<file path="src/rtl/sw_event_reader_pkg.sv">
// Shared board I/O widths and the switch event record used by the event reader and its queue.
package sw_event_reader_pkg;

    localparam int SW_W  = 8;
    localparam int CNT_W = 24;

    typedef logic [SW_W-1:0] sw_vec_t;

    // Field order sets the packed layout: sw in the top byte, fall in the bottom byte.
    typedef struct packed {
        sw_vec_t sw;
        sw_vec_t rise;
        sw_vec_t fall;
    } sw_event_t;

    localparam int EV_W = $bits(sw_event_t);

    function automatic sw_event_t make_event(input sw_vec_t new_vec, input sw_vec_t old_vec);
        sw_event_t ev;
        ev.sw   = new_vec;
        ev.rise = new_vec & ~old_vec;
        ev.fall = ~new_vec & old_vec;
        return ev;
    endfunction

endpackage

</file>
<file path="src/rtl/sw_event_reader_fifo.sv">
// ev_fifo: small register-based FIFO with an extra pointer bit for full/empty detection.
module ev_fifo #(
    parameter int WIDTH = 24,
    parameter int DEPTH = 4
) (
    input  logic             clk,
    input  logic             rst,
    input  logic             push_i,
    input  logic [WIDTH-1:0] data_i,
    input  logic             pop_i,
    output logic [WIDTH-1:0] data_o,
    output logic             full_o,
    output logic             empty_o
);

    localparam int AW = $clog2(DEPTH);

    logic [AW:0]      wr_q, wr_d;
    logic [AW:0]      rd_q, rd_d;
    logic [WIDTH-1:0] mem_q [DEPTH];
    logic             do_push;
    logic             do_pop;

    assign empty_o = (wr_q == rd_q);
    assign full_o  = (wr_q[AW] != rd_q[AW]) && (wr_q[AW-1:0] == rd_q[AW-1:0]);

    // When full, a simultaneous pop frees the head slot, which is the one being written.
    assign do_pop  = pop_i & ~empty_o;
    assign do_push = push_i & (~full_o | do_pop);

    always_comb begin
        wr_d = wr_q;
        rd_d = rd_q;
        if (do_push) begin
            wr_d = wr_q + (AW+1)'(1);
        end
        if (do_pop) begin
            rd_d = rd_q + (AW+1)'(1);
        end
    end

    always_ff @(posedge clk) begin
        if (rst) begin
            wr_q <= '0;
            rd_q <= '0;
        end else begin
            wr_q <= wr_d;
            rd_q <= rd_d;
        end
    end

    always_ff @(posedge clk) begin
        if (do_push) begin
            mem_q[wr_q[AW-1:0]] <= data_i;
        end
    end

    assign data_o = empty_o ? '0 : mem_q[rd_q[AW-1:0]];

endmodule

</file>
<file path="src/rtl/sw_event_reader.sv">
// Switch debouncer: synchronizes, qualifies stable vectors and queues rise/fall change events.
module sw_event_reader
    import sw_event_reader_pkg::*;
#(
    parameter int DEBOUNCE_CYCLES = 500000,
    parameter int FIFO_DEPTH      = 4
) (
    input  logic            clk,
    input  logic            rst,
    input  logic [SW_W-1:0] sw_i,
    output logic [SW_W-1:0] stable_o,
    output logic            ev_valid_o,
    input  logic            ev_ready_i,
    output logic [SW_W-1:0] ev_sw_o,
    output logic [SW_W-1:0] ev_rise_o,
    output logic [SW_W-1:0] ev_fall_o,
    output logic            overflow_o,
    input  logic            ov_clr_i
);

    localparam logic [CNT_W-1:0] CNT_LAST = CNT_W'(DEBOUNCE_CYCLES - 1);

    sw_vec_t          s1_q, s2_q;
    sw_vec_t          cand_q, cand_d;
    sw_vec_t          stable_q, stable_d;
    logic [CNT_W-1:0] cnt_q, cnt_d;
    logic             overflow_q, overflow_d;
    logic             qualify;
    logic             fifo_full;
    logic             fifo_empty;
    logic             pop;
    logic             drop;
    sw_event_t        push_ev;
    sw_event_t        head_ev;

    always_ff @(posedge clk) begin
        if (rst) begin
            s1_q <= '0;
            s2_q <= '0;
        end else begin
            s1_q <= sw_i;
            s2_q <= s1_q;
        end
    end

    // Counter saturates at CNT_LAST; a vector qualifies once it has sat there unchanged.
    always_comb begin
        cand_d   = cand_q;
        cnt_d    = cnt_q;
        stable_d = stable_q;
        qualify  = 1'b0;
        if (s2_q != cand_q) begin
            cand_d = s2_q;
            cnt_d  = '0;
        end else if (cnt_q < CNT_LAST) begin
            cnt_d = cnt_q + 1'b1;
        end else if (cand_q != stable_q) begin
            qualify  = 1'b1;
            stable_d = cand_q;
        end
    end

    assign push_ev = make_event(cand_q, stable_q);
    assign pop     = ev_valid_o & ev_ready_i;
    assign drop    = qualify & fifo_full & ~pop;

    always_comb begin
        overflow_d = overflow_q;
        if (drop) begin
            overflow_d = 1'b1;
        end else if (ov_clr_i) begin
            overflow_d = 1'b0;
        end
    end

    always_ff @(posedge clk) begin
        if (rst) begin
            cand_q     <= '0;
            cnt_q      <= '0;
            stable_q   <= '0;
            overflow_q <= 1'b0;
        end else begin
            cand_q     <= cand_d;
            cnt_q      <= cnt_d;
            stable_q   <= stable_d;
            overflow_q <= overflow_d;
        end
    end

    ev_fifo #(
        .WIDTH (EV_W),
        .DEPTH (FIFO_DEPTH)
    ) u_ev_fifo (
        .clk     (clk),
        .rst     (rst),
        .push_i  (qualify),
        .data_i  (push_ev),
        .pop_i   (pop),
        .data_o  (head_ev),
        .full_o  (fifo_full),
        .empty_o (fifo_empty)
    );

    assign stable_o   = stable_q;
    assign ev_valid_o = ~fifo_empty;
    assign ev_sw_o    = head_ev.sw;
    assign ev_rise_o  = head_ev.rise;
    assign ev_fall_o  = head_ev.fall;
    assign overflow_o = overflow_q;

endmodule

</file>
<file path="config.mk">
export PLATFORM = sky130hd
export DESIGN_NAME = sw_event_reader
export DESIGN_NICKNAME = d
export VERILOG_FILES = /design/src/rtl/sw_event_reader_pkg.sv /design/src/rtl/sw_event_reader_fifo.sv /design/src/rtl/sw_event_reader.sv
export SDC_FILE = /design/constraint.sdc
export NUM_CORES = 1
export LEC_CHECK = 0
export CAP_MARGIN = 30
export CORE_MARGIN = 4
export CORE_UTILIZATION = 45
export DETAILED_ROUTE_END_ITERATION = 10
export PLACE_DENSITY_LB_ADDON = 0.08
export REMOVE_ABC_BUFFERS = 1
export SYNTH_ARGS = -nofsm -noshare
export SYNTH_HDL_FRONTEND = slang
export SYNTH_HIERARCHICAL = 1
export SYNTH_SLANG_ARGS = --single-unit
</file>
<file path="constraint.sdc">
create_clock -name clk -period 9.8 [get_ports clk]
set_clock_uncertainty 0.1 [all_clocks]
set_input_delay 2.94 -clock clk [delete_from_list [all_inputs] [get_ports clk]]
set_output_delay 2.94 -clock clk [all_outputs]
set_load 0.02 [all_outputs]
</file>
## Yosys cells after proc, flatten, opt, wreduce, memory -nomap -nowiden

Memory sizes are Yosys's and may differ from the RTL's. A register that Yosys moved wholly into a read port is not among the register bits.
Index checks and enable logic that the tools add are counted.

- Register bits after elaboration: 63
- Bits in latches: 0
- Bits in writable memories: 96
- Memory bits (read-only): 0
- Input port bits: 12
- Logic and storage cells: 47
- Memories kept: 1

Memories:

| memory | words | bits a word | read ports | clocked after memory_dff | wr ports | line | RTL |
|---|---|---|---|---|---|---|---|
| u_ev_fifo.mem_q | 4 | 24 | 1 | 1 | 1 | sw_event_reader_fifo.sv:20 | `logic [WIDTH-1:0] mem_q [DEPTH];` |

- $add $sub $neg: 3
- Multipliers: 0
- Div/mod/pow operators: 0
- Order comparisons: 1
- Eq/ne operators: 5
- Shift operators: 0
- Muxes and demuxes: 10
- Bitwise operators: 15
- Reductions and logical operators: 4

Operators by type and width:

| operator | number |
|---|---|
| adder 24 x 1 -> 24 bit, second input constant | 1 |
| < comparator 24 x 19 -> 1 bit, second input constant | 1 |
| 2-to-1 mux 24 bit | 1 |
| bitwise AND 8 bit | 2 |
| != test 8 bit | 2 |
| NOT 8 bit | 2 |
| 2-to-1 mux 1 bit | 7 |
| adder 3 x 1 -> 3 bit, second input constant | 2 |
| bitwise AND 1 bit | 5 |
| NOT 1 bit | 5 |
| 2-to-1 mux 2 bit | 2 |
| == test 3 bit | 1 |
| AND reduction 3 bit | 1 |
| == test 2 bit | 1 |
| nonzero test 2 bit | 1 |
| OR reduction 2 bit | 1 |
| logical AND 1 bit | 1 |
| != test 1 bit | 1 |
| OR 1 bit | 1 |

## Depth between registers and ports, before layout

Gate-level depths: netlist of the first run.

- Word-level depth: 8
- Depth in mapped cells: 9
- Mapped depth without buffers: 8

## Hierarchy

The synthesis of the first run kept the hierarchy.

By module, submodules not included:

| module | times used | cells an instance | area each (um^2) | seq. area each (um^2) |
|---|---|---|---|---|
| ev_fifo | 1 | 206 | 4,115.2 | 3,042.9 |
| sw_event_reader | 1 | 272 | 2,518.7 | 1,141.1 |

## Worst setup path before layout of the first run

No wires, ideal clock.

- Kind: input-to-reg
- Start point: input port ev_ready_i
- End point: register u_ev_fifo.wr_q[2]
- Setup time: 0.124 ns
- Arrival: 5.066 ns
- Slack: 4.510 ns
- Stages on the path: 4
- Cells stage by stage: nor2b_1 inv_1 a41oi_1 mux2_2

- Cells in the longest elaborated chain, start to end: 4

Ends and longest elaborated chain:

| element | line | RTL |
|---|---|---|
| from (decl) | sw_event_reader.sv:13 | `input logic ev_ready_i,` |
| bitwise AND 1 bit | sw_event_reader.sv:64 | `assign pop = ev_valid_o & ev_ready_i;` |
| bitwise AND 1 bit | sw_event_reader_fifo.sv:28 | `assign do_pop = pop_i & ~empty_o;` |
| OR 1 bit | sw_event_reader_fifo.sv:29 | `assign do_push = push_i & (~full_o \| do_pop);` |
| bitwise AND 1 bit | sw_event_reader_fifo.sv:29 |  |
| to (signal assigned) | sw_event_reader_fifo.sv:47 | `wr_q <= wr_d;` |
| to (decl) | sw_event_reader_fifo.sv:18 | `logic [AW:0] wr_q, wr_d;` |

No other way between the ends.
A chain may end at the register's enable or synchronous reset.

## Final worst setup path of the first run

- Start point: register u_ev_fifo.wr_q[0]
- End point: output port ev_rise_o[4]

- Cells in the longest elaborated chain, start to end: 2

Ends and longest elaborated chain:

| element | line | RTL |
|---|---|---|
| == test 3 bit | sw_event_reader_fifo.sv:24 | `assign empty_o = (wr_q == rd_q);` |
| net fifo_empty | sw_event_reader.sv:30 | `logic fifo_empty;` |
| 2-to-1 mux 24 bit | sw_event_reader_fifo.sv:58 | `assign data_o = empty_o ? '0 : mem_q[rd_q[AW-1:0]];` |
| to (decl) | sw_event_reader.sv:15 | `output logic [SW_W-1:0] ev_rise_o,` |

The timed path passes the listed nets, and every way through them passes these cells.

==> results of run 1 <==
==> cell usage in the layout (no fill, tap or decap), drive strengths merged, types with 2 or more instances in the layout <==
master	count
edfxtp	96
dfxtp	65
nor2b	51
clkdlybuf4s50	44
inv	31
mux4	24
ha	22
clkbuf	19
nor2	17
a21oi	16
nand2b	16
nand2	13
xnor2	12
mux2i	11
or3	10
buf	10
clkinv	10
nand4	8
nand3	7
o31ai	7
or4	7
o21ai	7
and2	4
xor2	4
nor3	4
mux2	4
bufinv	3
a211oi	2
or4b	2
and3	2
a31oi	2
==> worst max path at each step <==
stage	slack (ps)	cells after the start	from	to
6_report	4260	5	u_ev_fifo/wr_q[0]$_SDFFE_PP0P_	ev_rise_o[4]
3_5_place_dp	4430	3	flip-flop	ev_rise_o[5]
4_1_cts	3980	3	flip-flop	ev_rise_o[5]
3_3_place_gp	4430	3	flip-flop	ev_fall_o[4]
2_1_floorplan	4510	4	ev_ready_i	u_ev_fifo/wr_q[2]$_SDFFE_PP0P_
5_1_grt	4120	5	u_ev_fifo/wr_q[0]$_SDFFE_PP0P_	ev_rise_o[4]
==> cells in the mapped netlist (8+ instances only) <==
library cell	count	area, sq um
or3_1	10	62.6
dfxtp_1	65	1300
clkbuf_1	13	48.8
nor2_1	17	63.8
xnor2_1	12	105
mux4_2	24	541
nand2b_1	16	100
inv_1	31	116
edfxtp_1	96	2880
nor2b_1	51	319
a21oi_1	16	80.1
ha_1	22	275
nand2_1	13	48.8
mux2i_1	11	110
nand4_1	8	50.1
==> area by class of cell <==
cell class | instances | area (sq um)
Fill cell | 1207 | 6580
Sequential cell | 161 | 4190
Multi-Input combinational cell | 265 | 2270
Timing Repair Buffer | 54 | 526
Clock buffer | 19 | 433
Tap cell | 184 | 230
Clock inverter | 13 | 144
Inverter | 31 | 116
==> worst reg2reg max path, delay by kind of cell, from the launching register on <==
family / cells / cell delay, ps
and+or+nand+nor: 4 / 1050
AOI/OAI and AO/OA: 2 / 930
DFF: 1 / 390
adders and majority gates: 1 / 190
buffers and inverters: 2 / 640
==> cells by family (layout without fill, tap and decap cells) <==
| group | after synthesis | after routing | synth area share, % |
|---|---|---|---|
| AOI/OAI and AO/OA | 41 | 41 | 3.92 |
| and+or+nand+nor | 147 | 147 | 13.1 |
| adders and majority gates | 22 | 22 | 4.15 |
| buffers and inverters | 52 | 117 | 3.07 |
| xor gates and xnor gates | 16 | 16 | 2.11 |
| DFF | 161 | 161 | 63.1 |
| muxes | 39 | 39 | 10.5 |
==> per-layer routing <==
metal	track usage (%)	vias to the layer above	wire length (um)
li1	-	1838	-
met1	20.4	1863	5610
met2	26.1	68	5840
met3	4.33	22	490
met4	6.30	0	276
met5	0	-	0
==> through the flow <==
stage          area (sq um)  hold slack [ps]  instances  power, mW  util (%)
5_1_grt                7900              357        727       1.50      54.6
4_1_cts                7880              336        726       1.46      54.4
6_report               7900              333        727       1.44      54.6
2_1_floorplan          6550              308        457      0.773         -
3_3_place_gp           7300              315        693      0.811      50.4
3_5_place_dp           7300              325        694      0.812      50.4
==> power by group through the flow <==
stage	clock [mW]	combinational, mW	sequential (mW)
finish	0.647	0.0747	0.721
global route	0.693	0.0818	0.721
CTS	0.661	0.0758	0.722
detailed placement	0	0.0755	0.736
global placement	0	0.0747	0.736
floorplan	0	0.0385	0.735
==> flip-flops by register name (all words and copies together), names as in the netlist, named ones only <==
register	count
cand_q	8
cnt_q	24
overflow_o	1
s1_q	8
s2_q	8
stable_o	8
u_ev_fifo/mem_q	96
u_ev_fifo/rd_q	3
u_ev_fifo/wr_q	3
==> flow_metrics.tcl, run 1 <==
set metrics [dict create \
    status "completed" \
    vias 3791 \
    power_frac_clock_pct 44.8 \
    p_per_area_mw_per_mm2 183 \
    yosys_register_bits 161 \
    seqPwrFrac_pct 50.0 \
    path_class "flip-flop to output port" \
    row_count 44 \
    grt_pass1_vias 3823 \
    antenna_found_initial 0 \
    synth-edff-count 96 \
    wl_per_cell_um 16.8 \
    period_minus_slack_ps 5540 \
    worst_r2r_path_depth 9 \
    grt_overflow 0 \
    io_pins 46 \
    coreArea_sq_mm 0.0145 \
    dp_hpwl_um 7710 \
    r2r_start "cnt_q[0]$_SDFFE_PP0P_" \
    pwr-share-comb_pct 5.2 \
    rrSetupSlack_ps 6130 \
    vdd_drop_max_mv 0.105 \
    critPathMaxFanout 25 \
    synth_cell_types 45 \
    hold_depth 2 \
    grt_usage_pct 16.0 \
    crit_chain "xor2_1 > nor3_4 > buf_4 > nor2b_1 > clkdlybuf4s50_1" \
    p_sw_share_pct 20.5 \
    relSlewSlack_pct 43.7 \
    die_y_um 129 \
    drive_above_1_share_pct 13.1 \
    setup_tns_ps 0 \
    postCtsHoldBufs 0 \
    grt_max_degree 53 \
    min_from "cnt_q[22]$_SDFFE_PP0P_" \
    drv_slew 0 \
    intPower_mw 1.15 \
    cp_num_buf_inv 2 \
    hp-class "flip-flop to flip-flop" \
    fp.dieArea_sq_mm 0.0167 \
    gp_congestion 0.775 \
    drt_iter0_markers 176 \
    p_sw_mw 0.296 \
    drt_wl_total_um 12200 \
    synth_async_sr_flop_share_pct 0 \
    cts_setup_buffers 0 \
    holdPathEnd "cnt_q[22]$_SDFFE_PP0P_" \
    drv_cap 0 \
    cts.path.max_buffers 2 \
    viasPerCell 5.21 \
    cp-start-kind "flip-flop" \
    die_w_um 129 \
    detail_route.first_pass.iterations 4 \
    final.setup.worst_slack_ps 4260 \
    fmax_mhz 180 \
    clk_pin_slew_ps 60 \
    synth_ff_type "edfxtp_1" \
    cp_top_family "buffers and inverters" \
    hold_viol 0 \
    nets 564 \
    max_slew.worst_pin.slew_ps 845 \
    cts_made_buffers 17 \
    cts-root-buf "clkbuf_16" \
    crit_arrival_ps 2500 \
    grt_pass1_wl_um 20100 \
    required_ps 6760 \
    diodes 0 \
    reg2reg_to "u_ev_fifo/mem_q[1][1]$_DFFE_PP_" \
    synthCells 478 \
    insertion_delay_ps 420 \
    yosysSeqAreaShare_pct 63.1 \
    start_util_pct 45.8 \
    area_delta_synth_final_pct 19.1 \
    cts_resized 0 \
    remaining_drc_errors 0 \
    setup_viol 0 \
    cts_max_level 4 \
    yosysWarnings 6 \
    crit_path_end_kind "output port" \
    cpPeakStageDelay_ps 640 \
    period_share_pct 56.5 \
    numPortBuffers 45 \
    syn_area_sq_mm 0.00663 \
    syn-mean-instance-area_sq_um 13.9 \
    leakagePower_nw 2.52 \
    tritoncts "built" \
    rsz0062_at_grt "no" \
    dp_slack_ps 4430 \
    slowest_stage "clkdlybuf4s50_1" \
    clock_sinks 161 \
    detail-route-antenna-nets 0 \
]
Power figures use the tool's default switching activity.
==> run 2: changes to the inputs <==
==> constraint.sdc (replaced) <==
create_clock -name clk -period 5.1 [get_ports clk]
set_clock_uncertainty 0.1 [all_clocks]
set_input_delay 1.53 -clock clk [delete_from_list [all_inputs] [get_ports clk]]
set_output_delay 1.53 -clock clk [all_outputs]
set_load 0.02 [all_outputs]
==> run 2 against run 1 <==
Compared with the run above: critical path depth is 1 lower; via count is 0.69% lower; non-clock buffer count is 1 higher; utilization is 0.13 points higher; worst setup slack worse by 3300 ps; sequential share of layout area is 0.13 points lower; combinational power is 93% higher; critical endpoint is now ev_fall_o[3]; worst hold slack worse by 2.1 ps; register-to-register slack worse by 4900 ps; flip-flop and latch count stayed put.
==> flow_metrics.tcl, run 2 (synthesis gave the netlist of run 1 again) <==
set metrics [dict create \
    io_pins 46 \
    crit_path_end_kind "output port" \
    relSlewSlack_pct 42.7 \
    cts.path.max_buffers 2 \
    required_ps 3470 \
    gp_congestion 0.738 \
    drv_cap 0 \
    fmax_mhz 241 \
    largest_reg_flops 96 \
    n_fill_cell 1224 \
    dp_hpwl_um 7720 \
    setup_tns_ps 0 \
    fin_cells 728 \
    nets 565 \
    grt_pass1_wl_um 20200 \
    die_w_um 129 \
    met3_usage_pct 3.59 \
    viasPerCell 5.17 \
    grt.met1_usage_pct 20.2 \
    postCtsHoldBufs 0 \
    path_class "flip-flop to output port" \
    insertion_delay_ps 410 \
    row_count 44 \
    area_delta_synth_final_pct 19.4 \
    vias 3765 \
    status "completed" \
    hold_viol 0 \
    die_y_um 129 \
    p_per_area_mw_per_mm2 352 \
    cts-root-buf "clkbuf_16" \
    leakagePower_nw 2.54 \
    cts_made_buffers 17 \
    detail-route-antenna-nets 0 \
    max_slew.worst_pin.slew_ps 860 \
    hp-class "flip-flop to flip-flop" \
    multiInputGateArea_sq_mm 0.00227 \
    clock_sinks 161 \
    coreArea_sq_mm 0.0145 \
    drt_wl_total_um 12300 \
    cts_resized 0 \
    clk_pin_slew_ps 60 \
    setup_viol 0 \
    diodes 0 \
    grt_usage_pct 15.9 \
    fp.dieArea_sq_mm 0.0167 \
    grt_overflow 0 \
    cp-start-kind "flip-flop" \
    critPathMaxFanout 12 \
    rsz0062_at_grt "no" \
    vdd_drop_max_mv 0.171 \
    remaining_drc_errors 0 \
    detail_route.first_pass.iterations 4 \
    grt_pass1_vias 3908 \
    cts_max_level 4 \
    start_util_pct 45.8 \
    crit_arrival_ps 2510 \
    use_met2_pct 27.0 \
    antenna_found_initial 0 \
    drive_above_1_share_pct 13.4 \
    regArea_sq_mm 0.00419 \
    final_common_cell "edfxtp_1" \
    cts_setup_buffers 0 \
    tritoncts "built" \
    period_share_pct 81.3 \
    final.setup.worst_slack_ps 956 \
    drv_slew 0 \
    numPortBuffers 45 \
    drt_iter0_markers 183 \
    rrSetupSlack_ps 1250 \
    grt_max_degree 29 \
    post-place-cells 696 \
    dp_slack_ps 1190 \
    most-common-layout-cells "edfxtp_1, dfxtp_1, nor2b_1" \
    grt.busiest_layer "met2" \
    wl_per_cell_um 16.9 \
    period_minus_slack_ps 4140 \
]
[run 2: changes by cell type in the layout (fill, tap and decap cells not counted)]
cell	previous run	this run
clkbuf_8	0	1
clkinv_1	3	1
clkinvlp_4	0	2
clkbuf_1	2	3
buf_4	8	9
clkinv_2	5	4
clkinv_4	2	1
[run 2: critical path, cell delays in order (launching register included)]
cell and delay [ps]:
dfxtp_2 600, buf_4 300, mux4_2 510, nor2b_1 140, clkdlybuf4s50_1 540
[run 2: cell type report]
type	instances	area share, %
clock buffers	21	5.69
clock inverters	11	1.74
inverters	31	1.47
multi-input cells	265	28.6
flip-flops and latches	161	52.9
well taps	184	2.91
repair buffers	55	6.73
[run 2: where the power goes]
part	internal (mW)	leakage (nW)	switching, mW	total [mW]
combinational	0.0668	0.880	0.0768	0.144
clock	0.778	0.284	0.477	1.25
sequential	1.38	1.38	0.00942	1.39
total	2.22	2.54	0.563	2.78
[run 2: path summary, 6_finish.rpt]
check,cells past startpoint,to,startpoint
max,4,ev_fall_o[3],flip-flop
min,2,cnt_q[21]$_SDFFE_PP0P_,cnt_q[21]$_SDFFE_PP0P_
max reg2reg,9,u_ev_fifo/mem_q[2][8]$_DFFE_PP_,cnt_q[0]$_SDFFE_PP0P_
min reg2reg,2,cnt_q[21]$_SDFFE_PP0P_,cnt_q[21]$_SDFFE_PP0P_
[run 2: stage by stage]
stage	util, %	area [sq um]	total power, mW	hold WS, ps
floorplan	-	6550	1.49	308
global placement	50.6	7330	1.56	315
detailed placement	50.6	7330	1.56	321
CTS	54.7	7920	2.81	333
global route	54.7	7920	2.88	351
finish	54.7	7920	2.78	331
[run 2: metal layers]
metal,wire length [um],vias up
li1,-,1837
met1,5550,1862
met2,6160,51
met3,393,15
met4,167,0
met5,0,-
==> run 3: changes to the inputs <==
==> constraint.sdc (replaced) <==
create_clock -name clk -period 4.2 [get_ports clk]
set_clock_uncertainty 0.1 [all_clocks]
set_input_delay 1.26 -clock clk [delete_from_list [all_inputs] [get_ports clk]]
set_output_delay 1.26 -clock clk [all_outputs]
set_load 0.02 [all_outputs]
==> run 3 against run 2 <==
Compared with the run above: final cell count is 0.27% higher; highest routed layer unchanged; critical path type unchanged; critical path depth rose by 1; wire length is 3.3% lower.
==> flow_metrics.tcl, run 3 (synthesis gave the netlist of run 1 again) <==
set metrics [dict create \
    status "completed" \
    antenna_found_initial 0 \
    tritoncts "built" \
    p_sw_mw 0.657 \
    insertion_delay_ps 410 \
    clk_pin_slew_ps 60 \
    fmax_mhz 271 \
    hold_viol 0 \
    max_slew.worst_pin.slew_ps 791 \
    cts_max_level 4 \
    intPower_mw 2.77 \
    wl_per_cell_um 16.3 \
    cp-start-kind "flip-flop" \
    setup_tns_ps 0 \
    p_per_area_mw_per_mm2 430 \
    endpoint "ev_sw_o[5]" \
    power_frac_clock_pct 45.8 \
    die_w_um 129 \
    numPortBuffers 45 \
    diodes 0 \
    cts.path.max_buffers 2 \
    grt_pass1_vias 3651 \
    leakagePower_nw 2.57 \
    p_sw_share_pct 19.2 \
    place_area_sq_mm 0.00735 \
    cts-root-buf "clkbuf_16" \
    die_y_um 129 \
    hp-class "flip-flop to flip-flop" \
    cts_made_buffers 17 \
    gp_congestion 0.755 \
    grt_pass1_wl_um 19200 \
    final_area_sq_mm 0.00796 \
    relSlewSlack_pct 47.2 \
    crit_path_end_kind "output port" \
    grt_max_degree 52 \
    pwr-share-comb_pct 5.1 \
    rrSetupSlack_ps 1200 \
    setup_viol 0 \
    worst_r2r_path_depth 8 \
    cts_resized 0 \
    area_delta_synth_final_pct 20.0 \
    period_minus_slack_ps 3680 \
    seqPwrFrac_pct 49.1 \
    row_count 44 \
    detail_route.first_pass.iterations 6 \
    period_share_pct 87.7 \
    coreArea_sq_mm 0.0145 \
    hold-worst-slack_ps 326 \
    start_util_pct 45.8 \
    vias 3729 \
    crit_arrival_ps 2320 \
    viasPerCell 5.11 \
    grt_overflow 0 \
    fin_util_pct 55.0 \
    post-place-cells 698 \
    dp_hpwl_um 7620 \
    rsz0062_at_grt "no" \
    most-common-layout-cells "edfxtp_1, dfxtp_1, nor2b_1" \
    crit_start "u_ev_fifo/wr_q[0]$_SDFFE_PP0P_" \
    grt_usage_pct 15.2 \
    final.setup.worst_slack_ps 516 \
    drt_iter0_markers 208 \
    drv_cap 0 \
    io_pins 46 \
    largest_reg_flops 96 \
    required_ps 2840 \
    reg2reg_to "u_ev_fifo/mem_q[2][10]$_DFFE_PP_" \
    critPathMaxFanout 27 \
    drive_above_1_share_pct 13.4 \
    drv_slew 0 \
    nets 567 \
    path_class "flip-flop to output port" \
    remaining_drc_errors 0 \
    postCtsHoldBufs 0 \
    fin_cells 730 \
    r2r_start "cnt_q[0]$_SDFFE_PP0P_" \
    final_common_cell "edfxtp_1" \
    vdd_drop_max_mv 0.213 \
    drt_wl_total_um 11900 \
    clock_sinks 161 \
    dp_slack_ps 853 \
    cts_setup_buffers 0 \
    hold_depth 2 \
    detail-route-antenna-nets 0 \
    p_total_mw 3.43 \
    fp.dieArea_sq_mm 0.0167 \
]
[run 3: cell types whose count changed in the layout (fill, tap and decap cells not counted)]
cell	previous run	this run
buf_4	9	11
clkbuf_1	3	5
clkbuf_16	17	18
clkbuf_8	1	3
clkinv_2	4	2
clkinv_4	1	0
clkinvlp_4	2	0
[run 3: final cells by class]
cell class / instances / area [sq um]
clock buffer: 26 / 510
sequential: 161 / 4190
fill: 1185 / 6520
clock inverter: 6 / 104
multi-input combinational: 265 / 2270
inverter: 31 / 116
tap: 184 / 230
timing repair buffer: 57 / 548
[run 3: worst min path at each step]
stage | from | end | slack [ps]
3_3_place_gp | cnt_q[22]$_SDFFE_PP0P_ | cnt_q[22]$_SDFFE_PP0P_ | 320
6_report | cnt_q[22]$_SDFFE_PP0P_ | cnt_q[22]$_SDFFE_PP0P_ | 330
5_1_grt | cnt_q[22]$_SDFFE_PP0P_ | cnt_q[22]$_SDFFE_PP0P_ | 350
2_1_floorplan | cnt_q[22]$_SDFFE_PP0P_ | cnt_q[22]$_SDFFE_PP0P_ | 310
3_5_place_dp | cnt_q[22]$_SDFFE_PP0P_ | cnt_q[22]$_SDFFE_PP0P_ | 320
4_1_cts | cnt_q[22]$_SDFFE_PP0P_ | cnt_q[22]$_SDFFE_PP0P_ | 330
[run 3: worst max-delay path: stages, from the launching register on]
cell             delay (ps)
dfxtp_1                 460
xor2_1                  360
nor3_4                   70
buf_4                   240
nor2b_1                 150
clkdlybuf4s50_1         620
[run 3: power groups by stage]
stage               Combinational (mW)  Clock [mW]  Sequential [mW]
floorplan                       0.0898           0             1.71
global placement                 0.176           0             1.72
detailed placement               0.178           0             1.72
CTS                              0.179        1.61             1.68
global route                     0.191        1.68             1.68
finish                           0.174        1.57             1.68
[run 3: per-layer routing]
| metal | vias to the layer above | global-route usage [%] | part of all wire [%] |
|---|---|---|---|
| met5 | - | 0 | 0 |
| met2 | 53 | 24.3 | 49 |
| met3 | 15 | 3.46 | 3.4 |
| li1 | 1846 | - | - |
| met4 | 0 | 6.05 | 1.7 |
| met1 | 1815 | 20.2 | 46 |
